## config.mk

```make
export PLATFORM = sky130hd
export DESIGN_NAME = dcm_rst_ctrl_flat
export DESIGN_NICKNAME = d
export VERILOG_FILES = /design/src/rtl/dcm_rst_ctrl_pkg.sv /design/src/rtl/dcm_rst_ctrl_if.sv /design/src/rtl/dcm_rst_ctrl_sync_2ff.sv /design/src/rtl/dcm_rst_ctrl.sv /design/src/flat_wrapper.sv
export SDC_FILE = /design/constraint.sdc
export NUM_CORES = 1
export LEC_CHECK = 0
export ABC_CLOCK_PERIOD_IN_PS = 2200
export CORE_ASPECT_RATIO = 1.1
export CORE_MARGIN = 10
export CORE_UTILIZATION = 30
export DETAILED_ROUTE_END_ITERATION = 6
export PLACE_DENSITY = 0.46
export SYNTH_ARGS = -nofsm -noshare
export SYNTH_HDL_FRONTEND = slang
export SYNTH_SLANG_ARGS = --single-unit
export TNS_END_PERCENT = 30
```

## constraint.sdc

```tcl
create_clock -name clk_in -period 2.2 [get_ports clk_in]
set_input_delay 0.44 -clock clk_in [delete_from_list [all_inputs] [get_ports clk_in]]
set_output_delay 0.44 -clock clk_in [all_outputs]
set_load 0.01 [all_outputs]
```

## src/rtl/dcm_rst_ctrl_pkg.sv

```systemverilog
// Shared definitions for the DCM reset/lock sequencer: state encoding,
// default timing parameters and an elaboration-time sizing helper.
package dcm_rst_ctrl_pkg;

  typedef enum logic [2:0] {
    ST_RST    = 3'd0,
    ST_WAIT   = 3'd1,
    ST_STABLE = 3'd2,
    ST_RUN    = 3'd3,
    ST_FAIL   = 3'd4
  } state_e;

  localparam int DEF_RST_PULSE_CYCLES = 8;
  localparam int DEF_LOCK_TIMEOUT     = 4096;
  localparam int DEF_LOCK_STABLE      = 256;
  localparam int DEF_RETRY_LIMIT      = 15;

  localparam logic [3:0] RETRY_SAT = 4'd15;

  function automatic int max3(input int a, input int b, input int c);
    int m;
    m = (a > b) ? a : b;
    return (m > c) ? m : c;
  endfunction

endpackage

```

## src/rtl/dcm_rst_ctrl_if.sv

```systemverilog
// Status/control bundle between the sequencer (master) and the DCM plus
// downstream reset consumers (slave).
interface dcm_rst_ctrl_if;
  logic       locked;
  logic       clkfx_stopped;
  logic       dcm_reset;
  logic       sys_reset;
  logic       lock_ok;
  logic [3:0] retry_cnt;
  logic       fail;

  modport master (
    input  locked, clkfx_stopped,
    output dcm_reset, sys_reset, lock_ok, retry_cnt, fail
  );

  modport slave (
    output locked, clkfx_stopped,
    input  dcm_reset, sys_reset, lock_ok, retry_cnt, fail
  );
endinterface

```

## src/rtl/dcm_rst_ctrl_sync_2ff.sv

```systemverilog
// 1-bit two-flop synchronizer for DCM status pins that are asynchronous to clk_in.
module sync_2ff (
  input  logic clk_in,
  input  logic reset,
  input  logic d,
  output logic q
);

  logic meta_q;
  logic sync_q;

  // Two-stage capture; both stages clear on reset.
  always_ff @(posedge clk_in) begin
    if (reset) begin
      meta_q <= 1'b0;
      sync_q <= 1'b0;
    end else begin
      meta_q <= d;
      sync_q <= meta_q;
    end
  end

  assign q = sync_q;

endmodule

```

## src/rtl/dcm_rst_ctrl.sv

```systemverilog
// DCM reset pulse / lock supervision sequencer with bounded retries; releases
// the downstream sys_reset only after lock has been stable for LOCK_STABLE cycles.
module dcm_rst_ctrl
  import dcm_rst_ctrl_pkg::*;
#(
  parameter int RST_PULSE_CYCLES = DEF_RST_PULSE_CYCLES,
  parameter int LOCK_TIMEOUT     = DEF_LOCK_TIMEOUT,
  parameter int LOCK_STABLE      = DEF_LOCK_STABLE,
  parameter int RETRY_LIMIT      = DEF_RETRY_LIMIT
) (
  input logic            clk_in,
  input logic            reset,
  dcm_rst_ctrl_if.master bus
);

  localparam int CNT_MAX = max3(RST_PULSE_CYCLES, LOCK_TIMEOUT, LOCK_STABLE);
  localparam int CNT_W   = (CNT_MAX > 1) ? $clog2(CNT_MAX) : 1;

  localparam logic [CNT_W-1:0] CNT_ZERO = {CNT_W{1'b0}};
  localparam logic [CNT_W-1:0] CNT_ONE  = CNT_W'(1);
  localparam logic [CNT_W-1:0] RST_LAST = CNT_W'(RST_PULSE_CYCLES - 1);
  localparam logic [CNT_W-1:0] TO_LAST  = CNT_W'(LOCK_TIMEOUT - 1);
  localparam logic [CNT_W-1:0] STB_LAST = CNT_W'(LOCK_STABLE - 1);
  localparam logic [4:0]       LIMIT    = 5'(RETRY_LIMIT);

  logic             locked_s;
  logic             stop_s;
  logic             fail_evt_s;
  logic [4:0]       retry_inc_s;

  state_e           state_q, state_d;
  logic [CNT_W-1:0] cnt_q, cnt_d;
  logic [3:0]       retry_q, retry_d;
  logic             dcm_reset_q, dcm_reset_d;
  logic             sys_reset_q, sys_reset_d;
  logic             lock_ok_q, lock_ok_d;
  logic             fail_q, fail_d;

  sync_2ff u_sync_locked (.clk_in(clk_in), .reset(reset), .d(bus.locked),        .q(locked_s));
  sync_2ff u_sync_stop   (.clk_in(clk_in), .reset(reset), .d(bus.clkfx_stopped), .q(stop_s));

  // Next-state, counter, retry and output decode.
  always_comb begin
    state_d     = state_q;
    retry_d     = retry_q;
    fail_evt_s  = 1'b0;
    retry_inc_s = {1'b0, retry_q} + 5'd1;

    case (state_q)
      ST_RST: begin
        if (cnt_q == RST_LAST) state_d = ST_WAIT;
        else                   state_d = ST_RST;
      end
      ST_WAIT: begin
        // Lock takes priority over a coincident timeout.
        if (locked_s)              state_d = ST_STABLE;
        else if (cnt_q == TO_LAST) fail_evt_s = 1'b1;
        else                       state_d = ST_WAIT;
      end
      ST_STABLE: begin
        if (!locked_s || stop_s) begin
          state_d = ST_WAIT;
        end else if (cnt_q == STB_LAST) begin
          state_d = ST_RUN;
          retry_d = 4'd0;
        end else begin
          state_d = ST_STABLE;
        end
      end
      ST_RUN: begin
        if (!locked_s || stop_s) fail_evt_s = 1'b1;
        else                     state_d = ST_RUN;
      end
      ST_FAIL: state_d = ST_FAIL;
      default: state_d = ST_RST;
    endcase

    if (fail_evt_s) begin
      if ((RETRY_LIMIT != 0) && (retry_inc_s >= LIMIT)) begin
        state_d = ST_FAIL;
        retry_d = LIMIT[3:0];
      end else begin
        state_d = ST_RST;
        retry_d = (retry_q == RETRY_SAT) ? RETRY_SAT : retry_inc_s[3:0];
      end
    end else begin
      retry_d = retry_d;
    end

    if (state_d != state_q)                          cnt_d = CNT_ZERO;
    else if (state_q == ST_RUN || state_q == ST_FAIL) cnt_d = cnt_q;
    else                                             cnt_d = cnt_q + CNT_ONE;

    // Outputs are decoded from the next state so they change on the same edge as the state.
    dcm_reset_d = (state_d == ST_RST) || (state_d == ST_FAIL);
    sys_reset_d = (state_d != ST_RUN);
    lock_ok_d   = (state_d == ST_RUN);
    fail_d      = (state_d == ST_FAIL);
  end

  // State, counter and registered outputs.
  always_ff @(posedge clk_in) begin
    if (reset) begin
      state_q     <= ST_RST;
      cnt_q       <= CNT_ZERO;
      retry_q     <= 4'd0;
      dcm_reset_q <= 1'b1;
      sys_reset_q <= 1'b1;
      lock_ok_q   <= 1'b0;
      fail_q      <= 1'b0;
    end else begin
      state_q     <= state_d;
      cnt_q       <= cnt_d;
      retry_q     <= retry_d;
      dcm_reset_q <= dcm_reset_d;
      sys_reset_q <= sys_reset_d;
      lock_ok_q   <= lock_ok_d;
      fail_q      <= fail_d;
    end
  end

  assign bus.dcm_reset = dcm_reset_q;
  assign bus.sys_reset = sys_reset_q;
  assign bus.lock_ok   = lock_ok_q;
  assign bus.retry_cnt = retry_q;
  assign bus.fail      = fail_q;

endmodule

```

## src/flat_wrapper.sv

```systemverilog
// flat-port wrapper written by rule: the top's interface ports become plain ports
module dcm_rst_ctrl_flat import dcm_rst_ctrl_pkg::*;
#(
  parameter int RST_PULSE_CYCLES = DEF_RST_PULSE_CYCLES,
  parameter int LOCK_TIMEOUT     = DEF_LOCK_TIMEOUT,
  parameter int LOCK_STABLE      = DEF_LOCK_STABLE,
  parameter int RETRY_LIMIT      = DEF_RETRY_LIMIT
)
  (clk_in, reset, bus_locked, bus_clkfx_stopped, bus_dcm_reset, bus_sys_reset, bus_lock_ok, bus_retry_cnt, bus_fail);
  dcm_rst_ctrl_if bus_i ();
  input logic clk_in;
  input logic reset;
  input wire logic [$bits(bus_i.locked)-1:0] bus_locked;
  input wire logic [$bits(bus_i.clkfx_stopped)-1:0] bus_clkfx_stopped;
  output wire logic [$bits(bus_i.dcm_reset)-1:0] bus_dcm_reset;
  output wire logic [$bits(bus_i.sys_reset)-1:0] bus_sys_reset;
  output wire logic [$bits(bus_i.lock_ok)-1:0] bus_lock_ok;
  output wire logic [$bits(bus_i.retry_cnt)-1:0] bus_retry_cnt;
  output wire logic [$bits(bus_i.fail)-1:0] bus_fail;
  assign bus_i.locked = bus_locked;
  assign bus_i.clkfx_stopped = bus_clkfx_stopped;
  assign bus_dcm_reset = bus_i.dcm_reset;
  assign bus_sys_reset = bus_i.sys_reset;
  assign bus_lock_ok = bus_i.lock_ok;
  assign bus_retry_cnt = bus_i.retry_cnt;
  assign bus_fail = bus_i.fail;
  dcm_rst_ctrl #(.RST_PULSE_CYCLES(RST_PULSE_CYCLES), .LOCK_TIMEOUT(LOCK_TIMEOUT), .LOCK_STABLE(LOCK_STABLE), .RETRY_LIMIT(RETRY_LIMIT)) u_core (.clk_in(clk_in), .reset(reset), .bus(bus_i));
endmodule
```

==> summary.md <==
| Metric | Value |
|---|---|
| Status | completed |
| Combinational share of power | 4.8% |
| Crit path time final | 2.05 ns |
| Critical path type | flop to flop |
| Cell area after layout | 1530 um^2 |
| F_max | 489 MHz |
| Most used DFF post-synth | dfxtp_1 |
| Register area share after synthesis | 41.9% |
| DRT iter0 DRCs | 38 |
| Gpl congestion | 0.819 |
| Final ANT Viol Nets | 0 |
| Count leader, synth | dfxtp_1 |
| Crit end category | flop |
| Slew Limit Headroom | 77.6% |
| Num CTS Buffers | 3 |
| Gr ovfl total | 0 |
| Worst path required time | 2.37 ns |
| Area grow syn2layout | 18.1% |
| RSZ-0062 raised after global routing | no |
| Layout cell share with drive strength beyond 1 | 8.70% |
| Max VDD drop | 240 uV |
| FFs w/ async S/R, synth | 0% |
| Slew @ Worst Pin | 0.336 ns |
| Final Total Pwr | 0.000827 W |
| Setup TNS | 0 ns |
| Worst path top cell family by delay | simple AND/OR/NAND/NOR gates |
| R2R Path Start | u_core.cnt_q[0] |
| Routed vias | 1036 |
| DRC viols | 0 |
| Synth Cell Area | 1290 um^2 |
| Fillers | 427 |
| Synth top cells by count | 27 x dfxtp_1, 18 x nor2_1, 11 x nand2_1 |
| WL final | 2.74 mm |
| Final Max Tran Viols | 0 |
| Tcrit/Tclk final | 93.0% |
| LEAKAGE | 0.568 nW |
| Post-synth cell types | 41 |
| Port bufs | 11 |
| Cells after synthesis | 145 |
| Synth warn | 0 |
| Dpl hpwl | 2.06 mm |
| Ports | 12 |
| CP bufs+invs | 1 |
| Avg WL per Cell | 12.9 um |
| DIE HEIGHT | 88.8 um |
| Post-DR vias/cell | 4.86 |
| Synth area leader | dfxtp_1 |
| Clk pwr share | 34.2% |
| Worst Path Arrival | 2.22 ns |
| Final nets | 169 |
| Clock sinks | 27 |
| Root Buffer | clkbuf_8 |
| Max Cap Viol | 0 |
| Row count | 24 |
| Final Hold Violating Endpoints | 0 |
| CTS tree | yes |
| EDFF count, synth | 0 |
| Post-Syn Area per Cell | 8.91 um^2 |
| Clock latency on the worst-skew pair | 0.27 ns |
| Initial antenna violation count | 0 |
| First-pass GRT wire length | 4.77 mm |
| Antenna diodes | 0 |
| NetSw | 0.000179 W |
| Sw Share | 21.6% |
| Internal power | 0.000648 W |
| Final Skew | 0.00625 ns |
| Worst-path fanout max | 12 |
| Peak per-stage delay on the critical path | 0.39 ns |
| Final core area utilization | 37.6% |
| Clk buf depth | 2 |
| Worst setup startpoint | u_core.cnt_q[0] |
| Die X-Extent | 82.6 um |
| Die Area | 7330 um^2 |
| Vias in the first global route | 1024 |
| Setup-failing EPs final | 0 |
| Largest net degree at the start of global routing | 15 |
| Seq pwr share | 61.0% |
| Startpoint types | flop |
| Core Box Area | 4050 um^2 |
| Post-synth top area share | 41.9% |
| Detailed-router iteration count before antenna repair | 4 |
| Slowest CP cell | or3b_1 |
| Max H-tree Level | 1 |
| Hold crit path type | flop to flop |
| Yosys reg bits | 27 |
| Post-Syn Nets | 152 |
| Initial Util | 31.9% |
| Hold Startpoint | u_core.u_sync_stop.meta_q |
| CTS clock-pin slew for the worst setup and hold paths | 0.09 ns |
| Cell area power density | 542 nW/um^2 |
| Total Routing Usage GR | 8.18% |
| Largest cells by area after synthesis | dfxtp_1 42%, xor2_1 6.1%, nor2_1 5.2%, nor2b_1 3.9%, nand2_1 3.2% |
| CTS hold repair buffers | 0 |
| CP cell instances | ha_1 > and4_1 > nand4_1 > nand4bb_1 > or3b_1 > o2111ai_2 > buf_6 > nor3_1 |
| Dpl cell area | 1480 um^2 |
## cells in the final DEF (no fill, tap or decap), types with 4 or more instances in the layout
cell type         n
a21oi_1           8
buf_4             5
clkdlybuf4s50_1  11
dfxtp_1          27
inv_1             4
nand2_1          11
nand3_1           5
nand4_1           6
nor2_1           18
nor2b_1           8
xor2_1            9
## sequential cells by signal, indices dropped and copies added, names as in the netlist
signal and count:
u_core.u_sync_stop.meta_q 1, u_core.bus.lock_ok 1, u_core.u_sync_stop.q 1, u_core.state_q 3, u_core.bus.dcm_reset 1, u_core.u_sync_locked.meta_q 1
u_core.cnt_q 12, u_core.bus.sys_reset 1, u_core.bus.fail 1, u_core.bus.retry_cnt 4, u_core.u_sync_locked.q 1
## power groups by stage
stage	registers [W]	clock network [W]	logic (W)
floorplan	0.000515	0	0.0000267
global placement	0.000516	0	0.0000380
detailed placement	0.000516	0	0.0000398
CTS	0.000505	0.000294	0.0000399
global route	0.000506	0.000316	0.0000440
finish	0.000505	0.000283	0.0000395
## metrics by stage
stage / setup WS [ns] / hold WS, ns / instances
final: 0.154 / 0.442 / 213
after floorplan: 0.322 / 0.414 / 145
after detailed placement: 0.147 / 0.424 / 209
after CTS: 0.129 / 0.447 / 213
after global placement: 0.219 / 0.416 / 209
after global routing: 0.0139 / 0.463 / 213
## worst paths after layout
check	endpoint	slack, ns	depth (start not counted)
setup / recovery	u_core.cnt_q[7]	0.15	8
hold / removal	u_core.u_sync_stop.q	0.44	1
setup reg to reg	u_core.cnt_q[7]	0.15	8
hold reg to reg	u_core.u_sync_stop.q	0.44	1
## final cells by class
class                           instances  area [um^2]  area share, %
Inverter                                4         15.0          0.984
Sequential cell                        27          541           35.4
Clock buffer                            4         45.0           2.95
Multi-Input combinational cell        109          701           45.9
Tap cell                               52         65.1           4.27
Timing Repair Buffer                   17          159           10.4
## what timing repair did
item                                   CTS  global route
resized for setup                        0             1
setup endpoints to repair                0            11
endpoints found under the hold margin    0             0
buffers inserted                         0             0
## routing by layer
metal	wire length, um	global-route usage [%]
met5	0	0
met4	20	3.20
met2	1290	12.4
met3	120	2.43
met1	1300	10.6
## kinds of logic (layout without fill, tap and decap cells)
| kind of cell | Yosys count | in the layout | share of synthesized area (%) |
|---|---|---|---|
| buffers and inverters | 9 | 25 | 3.87 |
| DFF | 27 | 27 | 41.9 |
| muxes | 2 | 2 | 1.55 |
| AOI/OAI and AO/OA | 21 | 21 | 11.2 |
| and+or+nand+nor | 72 | 72 | 31.1 |
| adders and majority gates | 3 | 3 | 2.91 |
| xor gates and xnor gates | 11 | 11 | 7.46 |
(Power assumes the default switching activity.)
==> edit (same settings) <==
Set the package constant `DEF_RST_PULSE_CYCLES` to 16 (it was 8).
--- a/src/rtl/dcm_rst_ctrl_pkg.sv
+++ b/src/rtl/dcm_rst_ctrl_pkg.sv
@@ -10,7 +10,7 @@
     ST_FAIL   = 3'd4
   } state_e;
 
-  localparam int DEF_RST_PULSE_CYCLES = 8;
+  localparam int DEF_RST_PULSE_CYCLES = 16;
   localparam int DEF_LOCK_TIMEOUT     = 4096;
   localparam int DEF_LOCK_STABLE      = 256;
   localparam int DEF_RETRY_LIMIT      = 15;
Behaviour: not the same (a bounded check fails within 10 cycles, from zero or initial values and one cycle with reset high).
==> edit against the original RTL <==
  * Worst setup slack improved by 3.5 ps
  * Total power up 2.0%
  * Sequential cell count unchanged
  * Area after synthesis grew 1.9%
  * Clock skew grew 9.2 ps
  * Sequential share of layout area is 0.66 points lower
  * Routed wire length up 7.8%
  * Cell area up 1.9%
  * Core utilization decreased by 1.4 points
  * Non-clock buffer count down 2
  * Critical endpoint is now u_core.bus.retry_cnt[3]
  * Combinational power shrank 12%
  * Via count rose by 10%
==> edit: results (changes against the original RTL) <==
peak supply drop - 0.188 mV (-22%)
First-pass DRT Iterations - 4 (unchanged)
Hold Path Origin - u_core.u_sync_locked.meta_q
Worst path max stage delay - 600 ps (+210 ps)
CTS Root Cell - clkbuf_8
slew margin rel. - 72.0% (-5.6 points)
CTS H-tree lvls - 1 (unchanged)
Commonest cells post-synth - 27 x dfxtp_1, 18 x nor2_1, 11 x nand2_1
TritonCTS Buffers - 3 (unchanged)
first-pass GRT wire length - 5130 µm (+7.7%)
critical path's slowest cell - or4_4
syn_nets - 159 (+4.6%)
Setup WS pre-CTS - 118 ps (-28.5 ps)
post-DP HPWL - 2250 µm (+9.1%)
initial antenna violation count - 0 (unchanged)
status - complete, no violations
metal3 WL - 146 µm (+22%)
# port buffers - 11 (unchanged)
Worst-Skew Late Latency - 290 ps (+20 ps)
largest net degree at the start of global routing - 18 (+3)
asr flop ratio synth - 0% (unchanged)
CP endpoint - u_core.bus.retry_cnt[3]
synth top area cells - dfxtp_1 41%, nor2_1 5.1%, xnor2_1 4.7%
ant diodes - 0 (unchanged)
WHS Path Cells - 1 (unchanged)
CTS Buffer Depth - 2 (unchanged)
worst setup path startpoint - u_core.cnt_q[0]
routed len/inst - 13.5 µm (+4.9%)
Final nets - 173 (+2.4%)
DR vias - 1143 (+10%)
Non-Filler Instances - 219 (+2.8%)
yosys warns - 0 (unchanged)
number of flip-flops in the largest register - 12 (unchanged)
Seq/Total Area, Yosys - 41.1% (-0.80 points)
DP Area - 1500 µm² (+1.5%)
unique cell type count in the Yosys netlist - 43 (+4.9%)
WL met1 - 1380 µm (+5.8%)
share of post-route cells with drive strength above 1 - 7.88% (-0.82 points)
PnR worst setup slack - 157 ps (+3.51 ps)
Mapped Cells - 152 (+4.8%)
total global-route track usage - 8.19% (about the same)
crit-path max FO - 9 (-3)
gpl congestion - 0.823 (+0.48%)
Top reg by flops - u_core.cnt_q
final hold slack - 456 ps (+14.2 ps)
Reg clk slew, reported paths - 110 ps (+20 ps)
Data arrival, critical path - 2220 ps (about the same)
top layer in use - met4
Initial DRC Count - 81 (+110%)
R2R cell count - 6 (-2)
met2 wire length - 1380 µm (+6.5%)
Fin Clk Skew - 15.4 ps (+9.20 ps)
hold crit path type - register to register
Leakage - 0.567 nW (-0.17%)
worst hold path endpoint - u_core.u_sync_locked.q
edit: changes by cell type after synthesis, sizes merged, moves of 3 or more:
cell    unedited run  this run
a22oi              3         0
xnor2              2         7
xor2               9         4
nand4b             0         3
clkbuf             1         4
edit: final cells by class:
| class | count | area [µm²] |
|---|---|---|
| Clock buffer | 3 | 41.3 |
| Clock inverter | 1 | 8.76 |
| Fill cell | 451 | 2730 |
| Inverter | 4 | 15.0 |
| Multi-Input combinational cell | 115 | 741 |
| Sequential cell | 27 | 541 |
| Tap cell | 54 | 67.6 |
| Timing Repair Buffer | 15 | 140 |
edit: kinds of logic after synthesis:
| group | count (synthesis) | synth area share [%] |
|---|---|---|
| and+or+nand+nor | 77 | 32.8 |
| DFF | 27 | 41.1 |
| AOI/OAI and AO/OA | 23 | 12.2 |
| xor gates and xnor gates | 11 | 7.32 |
| buffers and inverters | 10 | 3.04 |
| adders and majority gates | 3 | 2.85 |
| muxes | 1 | 0.760 |
edit: routing by layer:
layer | global-route usage (%) | vias up
li1 | - | 574
met1 | 9.44 | 537
met2 | 14.1 | 27
met3 | 2.01 | 5
met4 | 3.72 | 0
met5 | 0 | -
edit: worst max-delay path, delay by kind of cell, from the launching register on:
kind	cells	cell delay [ps]
adder cells (fa/ha/maj)	1	200
flip-flops	1	390
AND/OR/NAND/NOR	5	1350
edit: timing repair:
action	4_1_cts	5_1_grt
endpoints found under the setup margin	0	6
gates resized for setup	0	1
buffers inserted	0	0
edit: where the power goes:
part	internal (mW)	switching [mW]	total (mW)
clock	0.133	0.172	0.305
sequential	0.497	0.00661	0.504
combinational	0.0178	0.0171	0.0348
total	0.648	0.196	0.844
